[src/rtl/stack_pkg.sv]
// ============================================================================
// Module      : stack_pkg
// Description : Shared types and reset defaults for the 8051 stack controller.
// Revision    : 1.0 - initial release
// ============================================================================
`default_nettype none

package stack_pkg;

    localparam logic [7:0] SP_SFR_ADDR_DEF = 8'h81;
    localparam logic [7:0] SP_INIT_DEF     = 8'h07;

    typedef enum logic [2:0] {
        ST_IDLE    = 3'd0,
        ST_PUSH_LO = 3'd1,
        ST_PUSH_HI = 3'd2,
        ST_POP_HI  = 3'd3,
        ST_POP_LO  = 3'd4,
        ST_POP_CAP = 3'd5,
        ST_FIN     = 3'd6
    } stack_state_e;

    typedef enum logic {
        W8  = 1'b0,
        W16 = 1'b1
    } xfer_w_e;

endpackage

`default_nettype wire

[src/rtl/stack_ctrl.sv]
// ============================================================================
// Module      : stack_ctrl
// Description : Sequenced 8/16-bit push/pop engine driving IRAM, with SP SFR.
//               Define STACK_LIMIT_CHECK_EN to reject overflow/underflow.
// Revision    : 1.0 - initial release
// ============================================================================
`default_nettype none

module stack_ctrl
    import stack_pkg::*;
#(
    parameter int                DATA_W      = 8,
    parameter int                ADDR_W      = 8,
    parameter logic [ADDR_W-1:0] SP_INIT     = ADDR_W'(SP_INIT_DEF),
    parameter logic [ADDR_W-1:0] SP_MAX      = {ADDR_W{1'b1}},
    parameter logic [7:0]        SP_SFR_ADDR = SP_SFR_ADDR_DEF
) (
    input  logic                clock,
    input  logic                reset,
    input  logic                push,
    input  logic                pop,
    input  logic                wide,
    input  logic [2*DATA_W-1:0] data_in,
    output logic [2*DATA_W-1:0] data_out,
    input  logic [7:0]          sfr_addr,
    input  logic                sfr_wr,
    input  logic [DATA_W-1:0]   sfr_wdata,
    output logic [DATA_W-1:0]   sfr_rdata,
    output logic [ADDR_W-1:0]   ram_addr,
    output logic [DATA_W-1:0]   ram_wdata,
    output logic                ram_we,
    output logic                ram_re,
    input  logic [DATA_W-1:0]   ram_rdata,
    output logic [ADDR_W-1:0]   sp_out,
    output logic                busy,
    output logic                done,
    output logic                fault
);

`ifdef STACK_LIMIT_CHECK_EN
    localparam bit LIMIT_EN = 1'b1;
`else
    localparam bit LIMIT_EN = 1'b0;
`endif

    localparam logic [ADDR_W:0] ONE_X = (ADDR_W+1)'(1);
    localparam logic [ADDR_W:0] TWO_X = (ADDR_W+1)'(2);
    localparam logic [ADDR_W-1:0] ONE = ADDR_W'(1);

    stack_state_e        state_q, state_d;
    xfer_w_e             width_q, width_d;
    logic [ADDR_W-1:0]   sp_q, sp_d;
    logic [DATA_W-1:0]   hi_q, hi_d;
    logic [DATA_W-1:0]   cap_q, cap_d;
    logic [2*DATA_W-1:0] data_out_q, data_out_d;
    logic [ADDR_W-1:0]   ram_addr_q, ram_addr_d;
    logic [DATA_W-1:0]   ram_wdata_q, ram_wdata_d;
    logic                ram_we_q, ram_we_d;
    logic                ram_re_q, ram_re_d;
    logic                fault_q, fault_d;

    logic                w_sfr_hit;
    logic [ADDR_W:0]     w_sp_ext;
    logic                w_push_reject;
    logic                w_pop_reject;

    assign w_sfr_hit = sfr_wr && (sfr_addr == SP_SFR_ADDR);
    assign w_sp_ext  = {1'b0, sp_q};

    // Widened compare so a push from SP_MAX cannot wrap past the limit unseen.
    assign w_push_reject = LIMIT_EN &&
        ((wide ? (w_sp_ext + TWO_X) : (w_sp_ext + ONE_X)) > {1'b0, SP_MAX});
    assign w_pop_reject  = LIMIT_EN &&
        (wide ? (w_sp_ext < ({1'b0, SP_INIT} + TWO_X)) : (sp_q == SP_INIT));

    always_comb begin
        state_d     = state_q;
        width_d     = width_q;
        sp_d        = sp_q;
        hi_d        = hi_q;
        cap_d       = cap_q;
        data_out_d  = data_out_q;
        ram_addr_d  = ram_addr_q;
        ram_wdata_d = ram_wdata_q;
        ram_we_d    = 1'b0;
        ram_re_d    = 1'b0;
        fault_d     = fault_q;

        case (state_q)
            ST_IDLE: begin
                if (w_sfr_hit) begin
                    sp_d    = ADDR_W'(sfr_wdata);
                    fault_d = 1'b0;
                end else if (push) begin
                    width_d = wide ? W16 : W8;
                    hi_d    = data_in[2*DATA_W-1:DATA_W];
                    if (w_push_reject) begin
                        fault_d = 1'b1;
                        state_d = ST_FIN;
                    end else begin
                        sp_d        = sp_q + ONE;
                        ram_addr_d  = sp_q + ONE;
                        ram_wdata_d = data_in[DATA_W-1:0];
                        ram_we_d    = 1'b1;
                        state_d     = ST_PUSH_LO;
                    end
                end else if (pop) begin
                    width_d = wide ? W16 : W8;
                    if (w_pop_reject) begin
                        fault_d = 1'b1;
                        state_d = ST_FIN;
                    end else begin
                        ram_addr_d = sp_q;
                        ram_re_d   = 1'b1;
                        sp_d       = sp_q - ONE;
                        state_d    = ST_POP_HI;
                    end
                end
            end
            ST_PUSH_LO: begin
                if (width_q == W16) begin
                    sp_d        = sp_q + ONE;
                    ram_addr_d  = sp_q + ONE;
                    ram_wdata_d = hi_q;
                    ram_we_d    = 1'b1;
                    state_d     = ST_PUSH_HI;
                end else begin
                    state_d = ST_FIN;
                end
            end
            ST_PUSH_HI: state_d = ST_FIN;
            ST_POP_HI: begin
                if (width_q == W16) begin
                    ram_addr_d = sp_q;
                    ram_re_d   = 1'b1;
                    sp_d       = sp_q - ONE;
                    state_d    = ST_POP_LO;
                end else begin
                    state_d = ST_POP_CAP;
                end
            end
            ST_POP_LO: begin
                cap_d   = ram_rdata;
                state_d = ST_POP_CAP;
            end
            ST_POP_CAP: begin
                // data_out only changes here so the previous result stays intact mid-pop.
                data_out_d = (width_q == W16) ? {cap_q, ram_rdata}
                                              : {{DATA_W{1'b0}}, ram_rdata};
                state_d    = ST_FIN;
            end
            ST_FIN:  state_d = ST_IDLE;
            default: state_d = ST_IDLE;
        endcase
    end

    always_ff @(posedge clock or negedge reset) begin
        if (!reset) begin
            state_q     <= ST_IDLE;
            width_q     <= W8;
            sp_q        <= SP_INIT;
            hi_q        <= '0;
            cap_q       <= '0;
            data_out_q  <= '0;
            ram_addr_q  <= '0;
            ram_wdata_q <= '0;
            ram_we_q    <= 1'b0;
            ram_re_q    <= 1'b0;
            fault_q     <= 1'b0;
        end else begin
            state_q     <= state_d;
            width_q     <= width_d;
            sp_q        <= sp_d;
            hi_q        <= hi_d;
            cap_q       <= cap_d;
            data_out_q  <= data_out_d;
            ram_addr_q  <= ram_addr_d;
            ram_wdata_q <= ram_wdata_d;
            ram_we_q    <= ram_we_d;
            ram_re_q    <= ram_re_d;
            fault_q     <= fault_d;
        end
    end

    assign data_out  = data_out_q;
    assign sfr_rdata = (sfr_addr == SP_SFR_ADDR) ? DATA_W'(sp_q) : '0;
    assign ram_addr  = ram_addr_q;
    assign ram_wdata = ram_wdata_q;
    assign ram_we    = ram_we_q;
    assign ram_re    = ram_re_q;
    assign sp_out    = sp_q;
    assign busy      = (state_q != ST_IDLE);
    assign done      = (state_q == ST_FIN);
    assign fault     = fault_q;

endmodule

`default_nettype wire
[config.mk]
export PLATFORM = sky130hd
export DESIGN_NAME = stack_ctrl
export DESIGN_NICKNAME = d
export VERILOG_FILES = /design/src/rtl/stack_pkg.sv /design/src/rtl/stack_ctrl.sv
export SDC_FILE = /design/constraint.sdc
export NUM_CORES = 1
export LEC_CHECK = 0
export ABC_CLOCK_PERIOD_IN_PS = 2000
export CAP_MARGIN = 40
export CORE_MARGIN = 4
export CORE_UTILIZATION = 28
export DETAILED_ROUTE_END_ITERATION = 16
export PLACE_DENSITY = 0.62
export SYNTH_ARGS = -nofsm -noshare
export SYNTH_HDL_FRONTEND = slang
export SYNTH_SLANG_ARGS = --single-unit
[constraint.sdc]
create_clock -name clock -period 2 [get_ports clock]
set_input_delay 0.2 -clock clock [delete_from_list [all_inputs] [get_ports clock]]
set_output_delay 0.2 -clock clock [all_outputs]
set_load 0.03 [all_outputs]
==> key figures <==
Drt
  • Routed Antenna Nets: 0
  • Detailed-route via count: 3036
  • DR pass1 iterations: 4
  • WL final: 9830 um
  • Post-DR wirelength/cell: 16.0 um
  • Drt via density: about 5
  • Post-route DRC: 0
  • Initial DRC count: 147

GRT
  • Pin count of the biggest net entering global routing: 34
  • Antenna violations before repair: 0
  • Congestion Overflow GR: 0
  • Vias in the first global route: 3124
  • First-pass GRT wire length: about 16000 um
  • GR Util All Layers: 14.9%

Clock network
  • Clk buf depth: 2
  • Insertion delay to the later sink of the worst-skew pair: 0.33 ns
  • Num CTS Buffers: 9
  • Clock sink count: 62
  • Clock transition at path regs: around 0.060 ns
  • Clock H-tree levels: 3
  • CTS tree: done
  • CTS root buf: clkbuf_16

Floorplanning
  • Die width: 117 um
  • Die height: between 100 and 150 um
  • Initial Util: ~29%
  • Core ar.: 0.0115 mm2
  • Die Area: 0.0137 mm2
  • Placement Rows: 39
  • IO Count: 99

Timing
  • Clk_skew: 0.00857 ns
  • Fin crit share: 95.6%
  • FMAX: approximately 520 MHz
  • PnR worst setup slack: 0.0879 ns
  • Setup violators final: 0
  • Min Clock Period, post-route: 1.91 ns
  • Slew Limit Fails: 0
  • Final hold vios: 0
  • Worst slew pin tran: 0.771 ns
  • Slew margin rel.: around 50%

Power and ir drop
  • PD cells: between 1500 and 2000 mW/mm2
  • Leak pwr: 2.18 nW
  • Peak VDD IR: ~0.00073 V

Logic synthesis
  • Register area share after synthesis: a little under half
  • Unique cell type count in the Yosys netlist: 55
  • Largest family of logic cells by synthesized area: simple AND/OR/NAND/NOR gates
  • FF+latch count, synth: 62
  • FFs w/ async S/R, synth: 100%
  • Post-Syn Instances: 341
  • Post-synth EDFFs: 0
  • Synth Cell Area: ~0.0033 mm2
  • Synth Area in Compound Gates: 14.9%
  • Synth Area in Adders: 1.50%
  • Simple-gate share of the synthesized area: 18.7%
  • Synth Area per Inst: 9.77 um2
  • Syn_nets: slightly below 400
  • Mux cell area share after synthesis: roughly 9.8%
  • Main flop type after synthesis: dfrtp_1
  • YS warnings: 0
  • XOR/XNOR Fraction of Synth Area: 2.89%

Setup path
  • Slack of the worst reg-to-reg path: 0.12 ns
  • Crit Path Category: reg -> out
  • Crit-path cells: buf_4 > clkdlybuf4s50_1
  • Bufs and invs on worst path: 2
  • Worst Setup End Kind: output pin
  • WP data required: approximately 1.8 ns
  • Max incr delay on CP: 0.68 ns
  • WP data arrival: between 1.5 and 2 ns
  • Crit path max-delay family: buffers and inverters
  • Slowest cell on the critical path: clkdlybuf4s50_1
  • Startpoint Class: register
  • Crit-path max FO: 7
  • Worst Reg2Reg Path Length in Cells: 5
  • WP depth: 2

Finish
  • Nets: 518
  • ANT cells: 0
  • Layout cell share with drive strength beyond 1: 24.1%
  • Post-Layout Cell Count: 616
  • P&R area growth vs syn: 52.4%
  • Most frequent cells in the layout: 85 x clkdlybuf4s50_1, 59 x dfrtp_1, 49 x buf_4
  • Commonest non-fill, non-tap cell in the layout: clkdlybuf4s50_1

Place
  • Placed Cells: 598
  • Gpl congestion: 0.892
  • I/O Buffers: just under 100
  • DP Wirelength: 7400 um
  • Setup Slack @ Placement: -0.0644 ns

Hold path
  • Hold Crit Class: in -> reg
  • Hold path cells: 3

Flow run
  • Max_cap viols: 0

Status
  • Outcome: finished clean
## registers in the layout (all words and copies together) (netlist names)
signal and count:
cap_q 8, data_out 16, hi_q 8, ram_addr 8, ram_re 1, ram_wdata 8
ram_we 1, sp_out 8, state_q 3, width_q 1
## cell usage after synthesis (all sizes together) (2+ instances only)
master / n / area, um2
a21oi: 17 / 88.8
a221o: 2 / 20.0
a221oi: 3 / 32.5
a22oi: 4 / 30.0
a311oi: 2 / 17.5
a31oi: 2 / 12.5
a32oi: 4 / 35.0
and2: 3 / 18.8
and3: 12 / 75.1
buf: 16 / 85.1
clkbuf: 9 / 33.8
dfrtp: 59 / 1480
dfstp: 3 / 78.8
ha: 4 / 50.1
inv: 16 / 60.1
mux2: 25 / 282
mux2i: 4 / 43.8
nand2: 41 / 154
nand2b: 6 / 37.5
nand3: 8 / 57.6
nand3b: 3 / 22.5
nand4: 4 / 25.0
nor2: 16 / 60.1
nor2b: 4 / 25.0
nor3: 8 / 45.0
nor4: 3 / 33.8
nor4b: 3 / 26.3
o21ai: 26 / 138
o22ai: 9 / 56.3
o31ai: 2 / 15.0
or4: 2 / 18.8
xnor2: 5 / 43.8
xor2: 6 / 52.6
## path summary, 6_finish.rpt
path                                      endpoint                     from
setup / recovery                         sp_out[5]    sp_out[5]$_DFFE_PN0P_
hold / removal               sp_out[6]$_DFFE_PN0P_             sfr_wdata[6]
setup reg to reg             sp_out[7]$_DFFE_PN0P_    sp_out[2]$_DFFE_PN1P_
hold reg to reg            ram_addr[4]$_DFFE_PN0P_  ram_addr[4]$_DFFE_PN0P_
max in group asynchronous  data_out[7]$_DFFE_PN0N_                    reset
min in group asynchronous    sp_out[6]$_DFFE_PN0P_                    reset
## per-stage QoR
step | hold slack (ns) | power, mW | cell area, um2 | utilization, % | setup TNS (ns)
2_1_floorplan | -0.0956 | 4.85 | 3330 | - | 0
3_3_place_gp | 0.341 | 6.40 | 4700 | 40.8 | -0.0706
3_5_place_dp | 0.328 | 6.48 | 4700 | 40.8 | -0.209
4_1_cts | 0.448 | 8.21 | 5030 | 43.7 | 0
5_1_grt | 0.464 | 8.72 | 5080 | 44.1 | -0.00742
6_report | 0.446 | 8.15 | 5080 | 44.1 | 0
## routing by layer
| layer | wire (um) | track usage [%] | part of all wire [%] |
|---|---|---|---|
| met1 | 4470 | 20.2 | 45 |
| met2 | 4640 | 23.4 | 47 |
| met3 | 595 | 3.75 | 6.1 |
| met4 | 119 | 4.82 | 1.2 |
| met5 | 0 | 0 | 0 |
## repair_timing
item,CTS,global route
endpoints found under the hold margin,26,0
pin swaps,0,4
endpoints found under the setup margin,2,7
cloned,0,0
hold buffers,1,0
gates resized for setup,2,7
buffers inserted,0,1
## cell families after synthesis
| family | after synthesis |
|---|---|
| AO/OA/AOI/OAI | 77 |
| XOR/XNOR | 11 |
| adder cells (fa/ha/maj) | 4 |
| buffers and inverters | 41 |
| flip-flops | 62 |
| multiplexers | 29 |
| other | 1 |
| AND/OR/NAND/NOR | 116 |
## power by group
group	leakage, nW	switching, mW	total [mW]	internal, mW
Combinational	1.28	2.22	4.10	1.87
Sequential	0.742	0.484	2.35	1.87
Clock	0.160	0.566	1.69	1.13
## final cells by class
type	count	area, um2
Tap cell	143	179
Sequential cell	62	1560
Clock inverter	5	82.6
Timing Repair Buffer	141	1310
Inverter	16	60.1
Clock buffer	11	243
Multi-Input combinational cell	238	1650
Fill cell	1142	6440
## tightest hold or removal path, cell delays in order
cell and delay (ns):
clkdlybuf4s50_1 0.40, nand2_1 0.05, a311oi_1 0.08
Power figures use the tool's default switching activity.
